## config.mk

```make
export PLATFORM = sky130hd
export DESIGN_NAME = mram_ctrl
export DESIGN_NICKNAME = d
export VERILOG_FILES = /design/src/rtl/mram_ctrl_pkg.sv /design/src/rtl/mram_ctrl.sv
export SDC_FILE = /design/constraint.sdc
export NUM_CORES = 1
export LEC_CHECK = 0
export ABC_AREA = 1
export BUFFER_PORTS_ARGS = -buffer_cell sky130_fd_sc_hd__buf_2
export CORE_MARGIN = 3
export CORE_UTILIZATION = 49
export DETAILED_ROUTE_END_ITERATION = 16
export PLACE_DENSITY = 0.84
export SLEW_MARGIN = 10
export SYNTH_ARGS = -nofsm -noshare
export SYNTH_HDL_FRONTEND = slang
export SYNTH_SLANG_ARGS = --single-unit
```

## constraint.sdc

```tcl
create_clock -name clk -period 3.29 [get_ports clk]
set_input_delay 0.1645 -clock clk [delete_from_list [all_inputs] [get_ports clk]]
set_output_delay 0.1645 -clock clk [all_outputs]
set_load 0.02 [all_outputs]
```

## src/rtl/mram_ctrl_pkg.sv

```systemverilog
// ---------------------------------------------------------------------------
// mram_ctrl_pkg
// Shared types and constants for the MRAM request-side controller and its
// data-pad wrapper.
//   state_t     : controller FSM states (IDLE, ACCESS, CAPTURE, TURN)
//   DATA_WIDTH  : MRAM word width (two byte lanes)
//   LANE_LO/HI  : byte-lane indices into req_be / lane enables
//   lane_mask() : expands a 2-bit byte-enable into a 16-bit data mask
// ---------------------------------------------------------------------------
package mram_ctrl_pkg;

  localparam int DATA_WIDTH = 16;
  localparam int LANE_WIDTH = 8;
  localparam int LANE_LO    = 0;
  localparam int LANE_HI    = 1;

  typedef enum logic [1:0] {
    IDLE    = 2'd0,
    ACCESS  = 2'd1,
    CAPTURE = 2'd2,
    TURN    = 2'd3
  } state_t;

  // Disabled lanes are forced to zero on the read path.
  function automatic logic [DATA_WIDTH-1:0] lane_mask(input logic [1:0] be);
    return {{LANE_WIDTH{be[LANE_HI]}}, {LANE_WIDTH{be[LANE_LO]}}};
  endfunction

endpackage

```

## src/rtl/mram_ctrl.sv

```systemverilog
// ---------------------------------------------------------------------------
// mram_ctrl
// Request-side controller for a 16-bit MRAM. Accepts single-word read/write
// requests on a valid/ready port, runs one ACCESS cycle on the MRAM pins,
// captures read data one cycle later and returns it on a one-cycle strobe.
// Build option:
//   MRAM_CTRL_WR_TURNAROUND_EN : when defined, every write is followed by a
//                                TURN cycle so the bus is idle for one cycle
//                                before the next access.
// Ports:
//   clk, rst                 rising-edge clock, async active-high reset
//   req_valid/req_ready      host handshake
//   req_write/addr/wdata/be  request fields (be active high, [1]=upper)
//   resp_valid/resp_rdata    read-data strobe and data (disabled lanes = 0)
//   mem_enable               MRAM chip enable, active high
//   mem_write_en             0 = write, 1 = read
//   mem_lb_enable/ub_enable  byte-lane enables, active low
//   mem_addr                 MRAM word address
//   mem_dq_out/mem_dq_oe     write data and pad output enable
//   mem_dq_in                bus value from the pad wrapper
// ---------------------------------------------------------------------------
module mram_ctrl
  import mram_ctrl_pkg::*;
#(
  parameter int ADDR_WIDTH = 20
) (
  input  logic                  clk,
  input  logic                  rst,
  input  logic                  req_valid,
  output logic                  req_ready,
  input  logic                  req_write,
  input  logic [ADDR_WIDTH-1:0] req_addr,
  input  logic [DATA_WIDTH-1:0] req_wdata,
  input  logic [1:0]            req_be,
  output logic                  resp_valid,
  output logic [DATA_WIDTH-1:0] resp_rdata,
  output logic                  mem_enable,
  output logic                  mem_write_en,
  output logic                  mem_lb_enable,
  output logic                  mem_ub_enable,
  output logic [ADDR_WIDTH-1:0] mem_addr,
  output logic [DATA_WIDTH-1:0] mem_dq_out,
  output logic                  mem_dq_oe,
  input  logic [DATA_WIDTH-1:0] mem_dq_in
);

  state_t     state;
  logic       write_q;
  logic [1:0] be_q;

  // Ready is a pure decode of the registered state, held low during reset.
  assign req_ready = (state == IDLE) && !rst;

  // NOTE: every register below is assigned with <= so all of them update from
  // the same pre-edge values; blocking assignments here would let later
  // statements see half-updated state and break simulation/synthesis match.
  always_ff @(posedge clk or posedge rst) begin
    if (rst) begin
      state         <= IDLE;
      write_q       <= 1'b0;
      be_q          <= 2'b00;
      resp_valid    <= 1'b0;
      resp_rdata    <= '0;
      mem_enable    <= 1'b0;
      mem_write_en  <= 1'b1;
      mem_lb_enable <= 1'b1;
      mem_ub_enable <= 1'b1;
      mem_addr      <= '0;
      mem_dq_out    <= '0;
      mem_dq_oe     <= 1'b0;
    end else begin
      // Pin defaults: every cycle that is not an ACCESS cycle leaves the
      // MRAM deselected and the bus released.
      resp_valid    <= 1'b0;
      mem_enable    <= 1'b0;
      mem_write_en  <= 1'b1;
      mem_lb_enable <= 1'b1;
      mem_ub_enable <= 1'b1;
      mem_dq_oe     <= 1'b0;

      case (state)
        IDLE: begin
          if (req_valid) begin
            write_q       <= req_write;
            be_q          <= req_be;
            // Pins are registered, so the ACCESS cycle's values are loaded
            // on the accepting edge itself.
            mem_enable    <= 1'b1;
            mem_addr      <= req_addr;
            mem_lb_enable <= ~req_be[LANE_LO];
            mem_ub_enable <= ~req_be[LANE_HI];
            mem_write_en  <= ~req_write;
            if (req_write) begin
              mem_dq_oe  <= 1'b1;
              mem_dq_out <= req_wdata;
            end
            state <= ACCESS;
          end
        end

        ACCESS: begin
          if (write_q) begin
`ifdef MRAM_CTRL_WR_TURNAROUND_EN
            state <= TURN;
`else
            state <= IDLE;
`endif
          end else begin
            state <= CAPTURE;
          end
        end

        CAPTURE: begin
          // The MRAM has been driving the bus since the end of ACCESS.
          resp_rdata <= mem_dq_in & lane_mask(be_q);
          resp_valid <= 1'b1;
          state      <= IDLE;
        end

        TURN: begin
          state <= IDLE;
        end

        default: begin
          state <= IDLE;
        end
      endcase
    end
  end

endmodule

```

==> impl_results.md <==
- Comb pwr share: 34.0%
- Commonest non-fill, non-tap cell in the layout: buf_2
- TritonRoute pass-1 iters: 4
- Nets@finish: 428
- Reg-to-reg setup timing slack: 1.74 ns
- Mean Syn Cell Area: 9.38 µm²
- Area grow syn2layout: 31.7%
- Yosys warning total: 0
- H-tree depth: 3
- Synth Cell Area: 0.00240 mm²
- Hold WS: 0.0233 ns
- Final core utilization: 69.7%
- Measured slew at the worst slew-check pin: 1.01 ns
- Power Density: 817 mW/mm²
- Sw Pwr: 0.996 mW
- Seq pwr share: 44.3%
- Min cycle time layout: 1.55 ns
- CTS tree: yes
- Routability congestion estimate from global placement: 0.753
- Reg-to-reg startpoint: state[0]
- Vias in the first global route: 2,121
- Worst Skew: 0.00599 ns
- First-pass GRT wire length: 9640 µm
- Clock Tree Buf Depth: 2
- Area of the multi-input gates: 717 µm²
- Most frequent cells in the layout: buf_2 (116), nand2_1 (113), dfrtp_1 (60), nand3_1 (38), o21ai_1 (16)
- Slew headroom: 32.7%
- # port buffers: 116
- Synth area leader: dfrtp_1
- Worst path bufs/invs: 1
- Fmax: 645 MHz
- Clock slew at reported path FFs: 0.07 ns
- # IOs: 117
- Critical path's top delay family: simple AND/OR/NAND/NOR gates
- Final instance area: 0.00316 mm²
- Maximum VDD drop: 0.392 mV
- Post-synthesis sequential area ratio: 65.8%
- Die width: 76 µm
- Post-synth top area share: 62.5%
- Worst-Skew Late Latency: 0.32 ns
- Ant diodes: 0
- Vias per inst: 4.71
- RSZ-0062 raised after global routing: no
- Hold/Removal Path Class: in -> reg
- Switch share: 38.6%
- Placed Cells: 424
- Fin Setup TNS: 0 ns
- Clock share of power: 21.6%
- Pre-CTS worst setup slack: 1.73 ns
- Worst setup startpoint: state[0]
- Pin count of the biggest net entering global routing: 43
- CTS Hold Bufs: 0
- Post-route ant nets: 0
- Post-CTS Setup Bufs: 0
- Initial antenna violation count: 0
- Yosys reg bits: 63
- Initial Util: 53.0%
- Min-delay src: req_be[1]
- CP Launch Type: register
- Crit Path Max Fanout: 39
- Setup ws final: 1.74 ns
- Internal power: 1.59 mW
- Layout cells sized above 1: 37.6%
- WS Path Type: reg -> reg
- Final setup fails: 0
- DR iter-0 viols: 145
- Vias after detailed routing: 2,071
- Final Cycle Share: 47.1%
- Wirelength per Cell: 12.6 µm
- Status: finished, final reports clean
- Clock sink total: 63
- CTS Buf Count: 9
- Root Buffer: clkbuf_8
- Pleak: 1.82 nW
- PostCTS Resize Cnt: 0
- Core Area: 0.00453 mm²
- Die area: 0.00578 mm²
- Arr. time, crit path: 1.75 ns
- Total congestion overflow: 0
- # rows: 24
- Syn nets: 314
- Worst EP required: 3.49 ns
- # DRC: 0
- Crit-path most repeated cell: nand2_1
- Slowest cell delay on critical path: 0.41 ns
- Die Span Y: 76 µm
- Post-Route WL: 5540 µm
- Non-Filler Instances: 440
- Netlist cell types: 14
- Gate count of the mapped netlist: 256
- Hold Vio Cnt, Final: 0
- Post-route total power: 2.58 mW
- Post-DP HPWL: 3910 µm
- Final Max Slew Viols: 0
- FF/Latch Area: 0.00158 mm²
- Worst path cell trace: nor2_2 > buf_4 > nand2_2 > nand2_1 > nand2_1
- Filler cell count: 358
- Max-cap violations: 0
- Critical path endpoint category: register
- GRT Total Usage: 20.5%
- Critical path's slowest cell: dfrtp_1
- DP Area: 0.00300 mm²
- Synth top area cells: dfrtp_1 (63%), nand2_1 (18%), nand3_1 (7.9%)
==> synth_stat cells <==
master and number:
dfrtp_1 60, nand2_2 1, buf_4 3, buf_2 8
o21ai_1 16, dfstp_2 3, nand3_1 38, inv_2 6
buf_1 1, nor2_2 1, nor3_1 2, inv_1 1
clkbuf_1 3, nand2_1 113
==> per-layer routing <==
| metal | GRT usage (%) | vias up | part of all wire, % |
|---|---|---|---|
| met5 | 0 | - | 0 |
| met4 | 8.33 | 0 | 0.61 |
| met3 | 5.91 | 4 | 8.7 |
| met2 | 33.0 | 87 | 45 |
| met1 | 26.4 | 943 | 46 |
| li1 | - | 1037 | - |
==> worst paths after layout <==
path                             endpoint  cells after the start
setup / recovery           mem_dq_out[10]                      5
hold / removal              mem_ub_enable                      2
setup reg to reg           mem_dq_out[10]                      5
hold reg to reg                  state[1]                      1
max in group asynchronous   mem_ub_enable                      3
min in group asynchronous   resp_rdata[2]                      2
==> state kept, by name (all words and copies together), names as in the netlist <==
| register | cells |
|---|---|
| mem_addr | 20 |
| mem_dq_out | 16 |
| resp_rdata | 16 |
| be_q | 2 |
| state | 2 |
| mem_dq_oe | 1 |
| mem_enable | 1 |
| mem_lb_enable | 1 |
| mem_ub_enable | 1 |
| mem_write_en | 1 |
| resp_valid | 1 |
| write_q | 1 |
==> cell type report <==
class | count | share of cell area (%)
Clock buffer | 15 | 4.95
Clock inverter | 1 | 0.158
Inverter | 7 | 0.831
Multi-Input combinational cell | 171 | 22.7
Sequential cell | 63 | 50.0
Tap cell | 65 | 2.57
Timing Repair Buffer | 118 | 18.8
==> cells by family after synthesis <==
group | share of synthesized area (%)
AND/OR/NAND/NOR | 26.5
flip-flops | 65.8
buffers and inverters | 4.32
AO/OA/AOI/OAI | 3.34
==> power by group through the flow <==
stage	combinational (mW)	sequential [mW]	clock, mW
after floorplan	0.325	1.40	0
after global placement	0.866	1.15	0
after detailed placement	0.895	1.15	0
after CTS	0.894	1.14	0.572
after global routing	0.975	1.18	0.610
final	0.879	1.14	0.559
(Power assumes the default switching activity.)
